==> src/rtl/sram_arbiter.sv <==
// Purpose: shares one 32-bit SRAM controller between ifetch (port 0) and load/store (port 1).
// Latency: command 1 cycle after a request is seen in IDLE; port ack 1 cycle after controller ack.
// Backpressure: requesters hold level requests until ack; a single transaction is in flight at once.
//
// Ports:
//   i_clk, i_reset        clock, synchronous active-low reset (shared with the controller)
//   i_pN_addr/wdata/bmask requester N command fields, held stable until o_pN_ack
//   i_pN_wren/rden        requester N level request; exactly one high means a request
//   o_pN_rdata, o_pN_ack  captured controller data and one-cycle completion pulse
//   o_m_addr/wdata/bmask  latched command to the controller (change only on grant)
//   o_m_wren/rden         one-cycle command pulse to the controller
//   i_m_rdata, i_m_ack    controller read data and completion pulse
//
// Build option: define SRAM_ARB_RR_EN for round-robin arbitration; otherwise port 1
// wins every simultaneous request (fixed priority).
module sram_arbiter (
  input  logic        i_clk,
  input  logic        i_reset,
  input  logic [17:0] i_p0_addr,
  input  logic [31:0] i_p0_wdata,
  input  logic [3:0]  i_p0_bmask,
  input  logic        i_p0_wren,
  input  logic        i_p0_rden,
  output logic [31:0] o_p0_rdata,
  output logic        o_p0_ack,
  input  logic [17:0] i_p1_addr,
  input  logic [31:0] i_p1_wdata,
  input  logic [3:0]  i_p1_bmask,
  input  logic        i_p1_wren,
  input  logic        i_p1_rden,
  output logic [31:0] o_p1_rdata,
  output logic        o_p1_ack,
  output logic [17:0] o_m_addr,
  output logic [31:0] o_m_wdata,
  output logic [3:0]  o_m_bmask,
  output logic        o_m_wren,
  output logic        o_m_rden,
  input  logic [31:0] i_m_rdata,
  input  logic        i_m_ack
);

  typedef enum logic [1:0] {IDLE, ISSUE, WAIT, DONE} state_t;

  typedef struct packed {
    logic [17:0] addr;
    logic [31:0] wdata;
    logic [3:0]  bmask;
    logic        wr;
  } cmd_t;

  state_t      r_state;
  state_t      w_state_nxt;
  cmd_t        r_cmd;
  cmd_t        w_p0_cmd;
  cmd_t        w_p1_cmd;
  logic        r_port;
  logic [31:0] r_p0_rdata;
  logic [31:0] r_p1_rdata;
  logic        w_p0_req;
  logic        w_p1_req;
  logic        w_win;
  logic        w_grant;
  logic        w_capture;

  // Both enables high is treated as "no request", same as both low.
  assign w_p0_req = i_p0_wren ^ i_p0_rden;
  assign w_p1_req = i_p1_wren ^ i_p1_rden;

  assign w_p0_cmd = '{addr: i_p0_addr, wdata: i_p0_wdata, bmask: i_p0_bmask, wr: i_p0_wren};
  assign w_p1_cmd = '{addr: i_p1_addr, wdata: i_p1_wdata, bmask: i_p1_bmask, wr: i_p1_wren};

`ifdef SRAM_ARB_RR_EN
  // r_ptr names the port that wins a tie; it moves away from whichever port was just served.
  logic r_ptr;

  always_ff @(posedge i_clk) begin
    if (!i_reset) begin
      r_ptr <= 1'b1;
    end else if (r_state == DONE) begin
      r_ptr <= ~r_port;
    end
  end

  assign w_win = (w_p0_req && w_p1_req) ? r_ptr : w_p1_req;
`else
  // A lone port-0 request still wins because w_p1_req is then low.
  assign w_win = w_p1_req;
`endif

  always_ff @(posedge i_clk) begin
    if (!i_reset) begin
      r_state <= IDLE;
    end else begin
      r_state <= w_state_nxt;
    end
  end

  always_comb begin
    w_state_nxt = r_state;
    w_grant     = 1'b0;
    w_capture   = 1'b0;
    case (r_state)
      IDLE: begin
        if (w_p0_req || w_p1_req) begin
          w_grant     = 1'b1;
          w_state_nxt = ISSUE;
        end
      end
      ISSUE: begin
        w_state_nxt = WAIT;
      end
      WAIT: begin
        // Controller ack is only meaningful here; elsewhere it is ignored.
        if (i_m_ack) begin
          w_capture   = 1'b1;
          w_state_nxt = DONE;
        end
      end
      DONE: begin
        w_state_nxt = IDLE;
      end
      default: begin
        w_state_nxt = IDLE;
      end
    endcase
  end

  always_ff @(posedge i_clk) begin
    if (!i_reset) begin
      r_cmd      <= '0;
      r_port     <= 1'b0;
      r_p0_rdata <= '0;
      r_p1_rdata <= '0;
    end else begin
      if (w_grant) begin
        r_port <= w_win;
        r_cmd  <= w_win ? w_p1_cmd : w_p0_cmd;
      end
      // Read data is captured on writes too; only the granted port's copy moves.
      if (w_capture) begin
        if (r_port) begin
          r_p1_rdata <= i_m_rdata;
        end else begin
          r_p0_rdata <= i_m_rdata;
        end
      end
    end
  end

  assign o_m_addr   = r_cmd.addr;
  assign o_m_wdata  = r_cmd.wdata;
  assign o_m_bmask  = r_cmd.bmask;
  assign o_m_wren   = (r_state == ISSUE) &&  r_cmd.wr;
  assign o_m_rden   = (r_state == ISSUE) && !r_cmd.wr;

  assign o_p0_ack   = (r_state == DONE) && !r_port;
  assign o_p1_ack   = (r_state == DONE) &&  r_port;
  assign o_p0_rdata = r_p0_rdata;
  assign o_p1_rdata = r_p1_rdata;

endmodule

==> config.mk <==
export PLATFORM = sky130hd
export DESIGN_NAME = sram_arbiter
export DESIGN_NICKNAME = d
export VERILOG_FILES = /design/src/rtl/sram_arbiter.sv
export SDC_FILE = /design/constraint.sdc
export NUM_CORES = 1
export LEC_CHECK = 0
export ABC_AREA = 1
export CORE_ASPECT_RATIO = 0.8
export CORE_UTILIZATION = 39
export CTS_BUF_LIST = sky130_fd_sc_hd__clkbuf_4 sky130_fd_sc_hd__clkbuf_8
export DETAILED_ROUTE_END_ITERATION = 7
export HOLD_SLACK_MARGIN = 0.03
export PLACE_DENSITY = 0.79
export SETUP_SLACK_MARGIN = 0.02
export SLEW_MARGIN = 20
export SYNTH_ARGS = -nofsm -noshare
export SYNTH_HDL_FRONTEND = slang
export SYNTH_SLANG_ARGS = --single-unit
==> constraint.sdc <==
create_clock -name i_clk -period 1.4 [get_ports i_clk]
set_input_delay 0.21 -clock i_clk [delete_from_list [all_inputs] [get_ports i_clk]]
set_output_delay 0.21 -clock i_clk [all_outputs]
set_load 0.05 [all_outputs]
[Word level (Yosys, flattened, before mapping)]
Cells that the tools add are included.
Widths: inputs -> output; s select.
Storage, ports and cells
  flip-flop bits (word level): 122
  latch bits: 0
  RAM bits: 0
  memory bits (read-only): 0
  output and inout bits: 122
  memories: 0
Operators by class
  add/subtract/negate cells: 0
  multipliers: 0
  div/mod/pow operators: 0
  $lt $le $gt $ge: 0
  equality and inequality tests: 5
  shift-type cells: 0
  mux-type cells: 8
  bitwise gates (word level): 3
  reductions and logical operators: 11
Operators by type and width (count)
  $mux 55: 1
  $pmux 2 s4: 1
  $reduce_and 2->1: 3
  $eq 2x2->1 const B: 2
  $logic_and 1x1->1: 4
  $mux 1: 4
  $mux 2: 2
  $ne 2x2->1 const B: 2
  $eq 2x1->1 const B: 1
  $logic_not 1->1: 2
  $logic_not 2->1: 1
  $xor 1x1->1: 2
  $logic_or 1x1->1: 1
  $not 1->1: 1

[Depth between registers and ports, before layout]
  depth after elaboration: 4
  gate-level depth with buffers: 9

[Worst setup path before layout]
No wires, ideal clock.
  path type: register to output
  start point: reg r_state[1]
  end point: out o_m_rden
  arrival: 1.213 ns
  data required time: 1.190 ns
  setup slack: -0.023 ns
  stages on the path, launching flop included: 5
  cells stage by stage: dfxtp_1 > inv_1 > ha_1 > inv_1 > nor2_1
On the way
  longest elaborated chain between the ends: 2
RTL lines
  start, declared: line 51  | state_t r_state;
  start signal, assigned: line 94  | r_state <= w_state_nxt;
  $eq 2x1->1: line 154  | assign o_m_rden = (r_state == ISSUE) && !r_cmd.wr;
  $logic_and 1x1->1: line 154
  end, declared: line 37  | output logic o_m_rden,
No other way between the ends.

[Final worst setup path]
  start point: reg r_state[0]
  end point: out o_m_wren
On the way
  longest elaborated chain between the ends: 2
RTL lines
  $eq 2x1->1: line 153  | assign o_m_wren = (r_state == ISSUE) && r_cmd.wr;
  $logic_and 1x1->1: line 153
  end, declared: line 36  | output logic o_m_wren,
No other way between the ends.

==> results.yml <==
run_status:
  status: "finished, violations left"
  failed_checks: "design-rule violations, negative setup slack"
cts:
  htree_levels: 4
  clock_tree.buffer_depth: 2
  clk_tree_root_cell: "clkbuf_8"
  tritoncts_num_sinks: 122
  cts-buffers-inserted: 17
  clock_tree_from_tritoncts: "built"
  cts.reportedPaths.clkPinSlew_ps: 80
  worstSkewPairLatency_ps: 450
  cts_hold_buf: 0
sta:
  hold_ws_ps: 113
  tightest_slew_ps: 314
  min_setup_slack_post_route_ps: -108
  worst_slew_margin_rel: 0.791
  final_hold_viol_count: 0
  drv_slew: 0
  rsz0062_at_grt: "true"
  setup_viol: 56
  post-route-min-period_ps: 1510
  finalClockSkew_ps: 9.31
  period_share: 1.08
  max_clock_freq_mhz: 663
hold_path:
  hold_path.class: "in -> reg"
placed_design:
  dpl-instance-area_mm2: 0.00966
  gpl.final_weighted_congestion: 0.788
  placement.io_buffers: 268
  dp.final_hpwl_mm: 13.2
die:
  floorplan.die_area_mm2: 0.0154
  die_height_um: 111
  floorplan.io_pins: 269
  die_width_um: 138
  placeable_core_area_mm2: 0.0144
  fp-row-count: 39
  initial_utilization: 0.403
route:
  vias: 6059
  postRouteWirelength_mm: 18.7
  post-route-drc-count: 40
  route.antenna.remaining_nets: 0
  vias_per_cell: 4.58
  wl_per_cell_um: 14.2
  first_pass_iteration_count_of_the_detailed_router: 7
  starting_drc_count_in_detailed_routing: 325
final_layout:
  num_antenna_cells: 0
  area_growth_pct: 77.4
  ff_latch_area_mm2: 0.00245
  commonest_cells_after_routing_fill_and_taps_aside: "nand2_1, nor2_1, clkdlybuf4s50_1"
  layout-drive-gt1-share: 0.193
  multiInputGateArea_mm2: 0.00242
  fin_area_mm2: 0.0103
  finalNetCount: 1278
  final_common_cell: "nand2_1"
  fill_cell_count: 1072
grt:
  grt_remaining_overflow: 0
  via_count_of_the_first_global_routing_pass: 5852
  antenna_violations_before_repair: 0
  grt_first_pass_wirelength_mm: 28.4
  grt_max_degree: 63
  groute.usage.overall: 0.235
logic_synthesis:
  synth_sequential_area_ratio: 0.422
  synthesized_nets: 1048
  synth_cells: 897
  post-synth-top-area-fraction: 0.422
  syn_area_per_cell_um2: 6.46
  synth_warn: 0
  post_synth_instance_area_mm2: 0.00579
  register_bit_total_from_synthesis: 122
  synthTopCellsByArea: "dfxtp_1, nand2_1, nor2_1, buf_4, inv_1"
  synth.lib_cells_used.distinct: 16
  synthDominantAreaCellType: "dfxtp_1"
worst_setup_path:
  startpoint_type: "flip-flop"
  crit_path_cells: "buf_6 -> ha_4 -> nand2_1 -> inv_2 -> buf_12"
  critical-path-slowest-cell: "dfxtp_2"
  critical-path-max-stage-delay_ps: 330
  critPathKind: "reg -> out"
  cp_data_required_time_ps: 1190
  critical_path_buf_inv_count: 3
  cp_top_family: "flip-flops"
  critical_path.max_fanout: 2
  arrival_ps: 1300
  critical_path.endpoint_type: "output port"
power:
  max-vdd-ir-drop_uv: 950
  power.density_cell_area_mw_per_mm2: 1890
  power.leakage_nw: 4.72
run:
  max_cap_violations: 0
[cell usage after synthesis]
cell type    n
nor2_1     177
nand2_1    284
nand2_2      2
ha_1         4
dfxtp_1    122
clkbuf_1    26
buf_4       59
buf_2       15
a21oi_1     35
nand3_1      4
xnor2_2      1
inv_2        1
buf_6        2
o21ai_0     66
a21boi_0     1
inv_1       98
[cells by family (layout without fill, tap and decap cells)]
kind of cell               count (synthesis)  after routing  synth area share
AOI/OAI and AO/OA                        102            102            0.0885
xor gates and xnor gates                   1              1           0.00281
adders and majority gates                  4              4           0.00864
buffers and inverters                    201            443             0.174
DFF                                      122            122             0.422
and+or+nand+nor                          467            467             0.304
[metrics by stage]
stage / setup WS [ps] / power (W) / util / cells / setup TNS (ps)
after CTS: -152 / 0.0188 / 0.699 / 1311 / -1440
after detailed placement: -367 / 0.0158 / 0.671 / 1279 / -23020
after global placement: -306 / 0.0156 / 0.671 / 1279 / -19040
after floorplan: 39.6 / 0.0113 / - / 897 / 0
after global routing: -183 / 0.0204 / 0.714 / 1323 / -9630
final: -108 / 0.0194 / 0.714 / 1323 / -2120
[power by group]
part	total (W)	internal [W]	leakage [nW]	switching [W]
registers	0.00531	0.00438	1.00	0.000934
logic	0.0113	0.00530	3.55	0.00595
clock network	0.00288	0.00132	0.175	0.00155
total	0.0194	0.0110	4.72	0.00844
[per-layer routing]
metal / part of all wire / track usage / up-vias
met4: 0.021 / 0.0869 / 0
met2: 0.48 / 0.405 / 226
met3: 0.11 / 0.119 / 27
met1: 0.38 / 0.245 / 2721
li1: - / - / 3085
met5: 0 / 0 / -
[sequential cells by signal, summed over array words and instances, names as in the netlist]
signal	flops
r_port	1
o_p0_rdata	32
o_p1_rdata	32
r_state	2
o_m_addr	18
o_m_wdata	32
r_cmd	1
o_m_bmask	4
[worst reg2reg max path, stage by stage (launching register included)]
cell and delay, ps:
dfxtp_2 330, inv_1 90, ha_2 220, nand2_1 70
nor2_2 160, inv_2 90, buf_4 180, nor2_1 140
nor2_1 80
[cell type report]
class                           instances  area share
Clock inverter                         12     0.00913
Tap cell                              184      0.0224
Inverter                               99      0.0364
Multi-Input combinational cell        574       0.235
Sequential cell                       122       0.238
Timing Repair Buffer                  313       0.433
Clock buffer                           19      0.0254
[timing repair]
action | in CTS | in global routing
pin swaps | 5 | 3
buffers inserted | 1 | 5
cloned | 0 | 7
setup endpoints to repair | 34 | 123
resized for setup | 18 | 16
[worst paths after layout]
kind,from,end,slack [ps],cells past startpoint
worst max-delay path,r_state[0],o_m_wren,-110,5
worst min-delay path,i_reset,o_p0_rdata[30],110,3
worst max register to register,r_state[0],o_p0_rdata[1],-70,8
worst min register to register,o_p1_rdata[15],o_p1_rdata[15],480,2
Power figures use the tool's default switching activity.
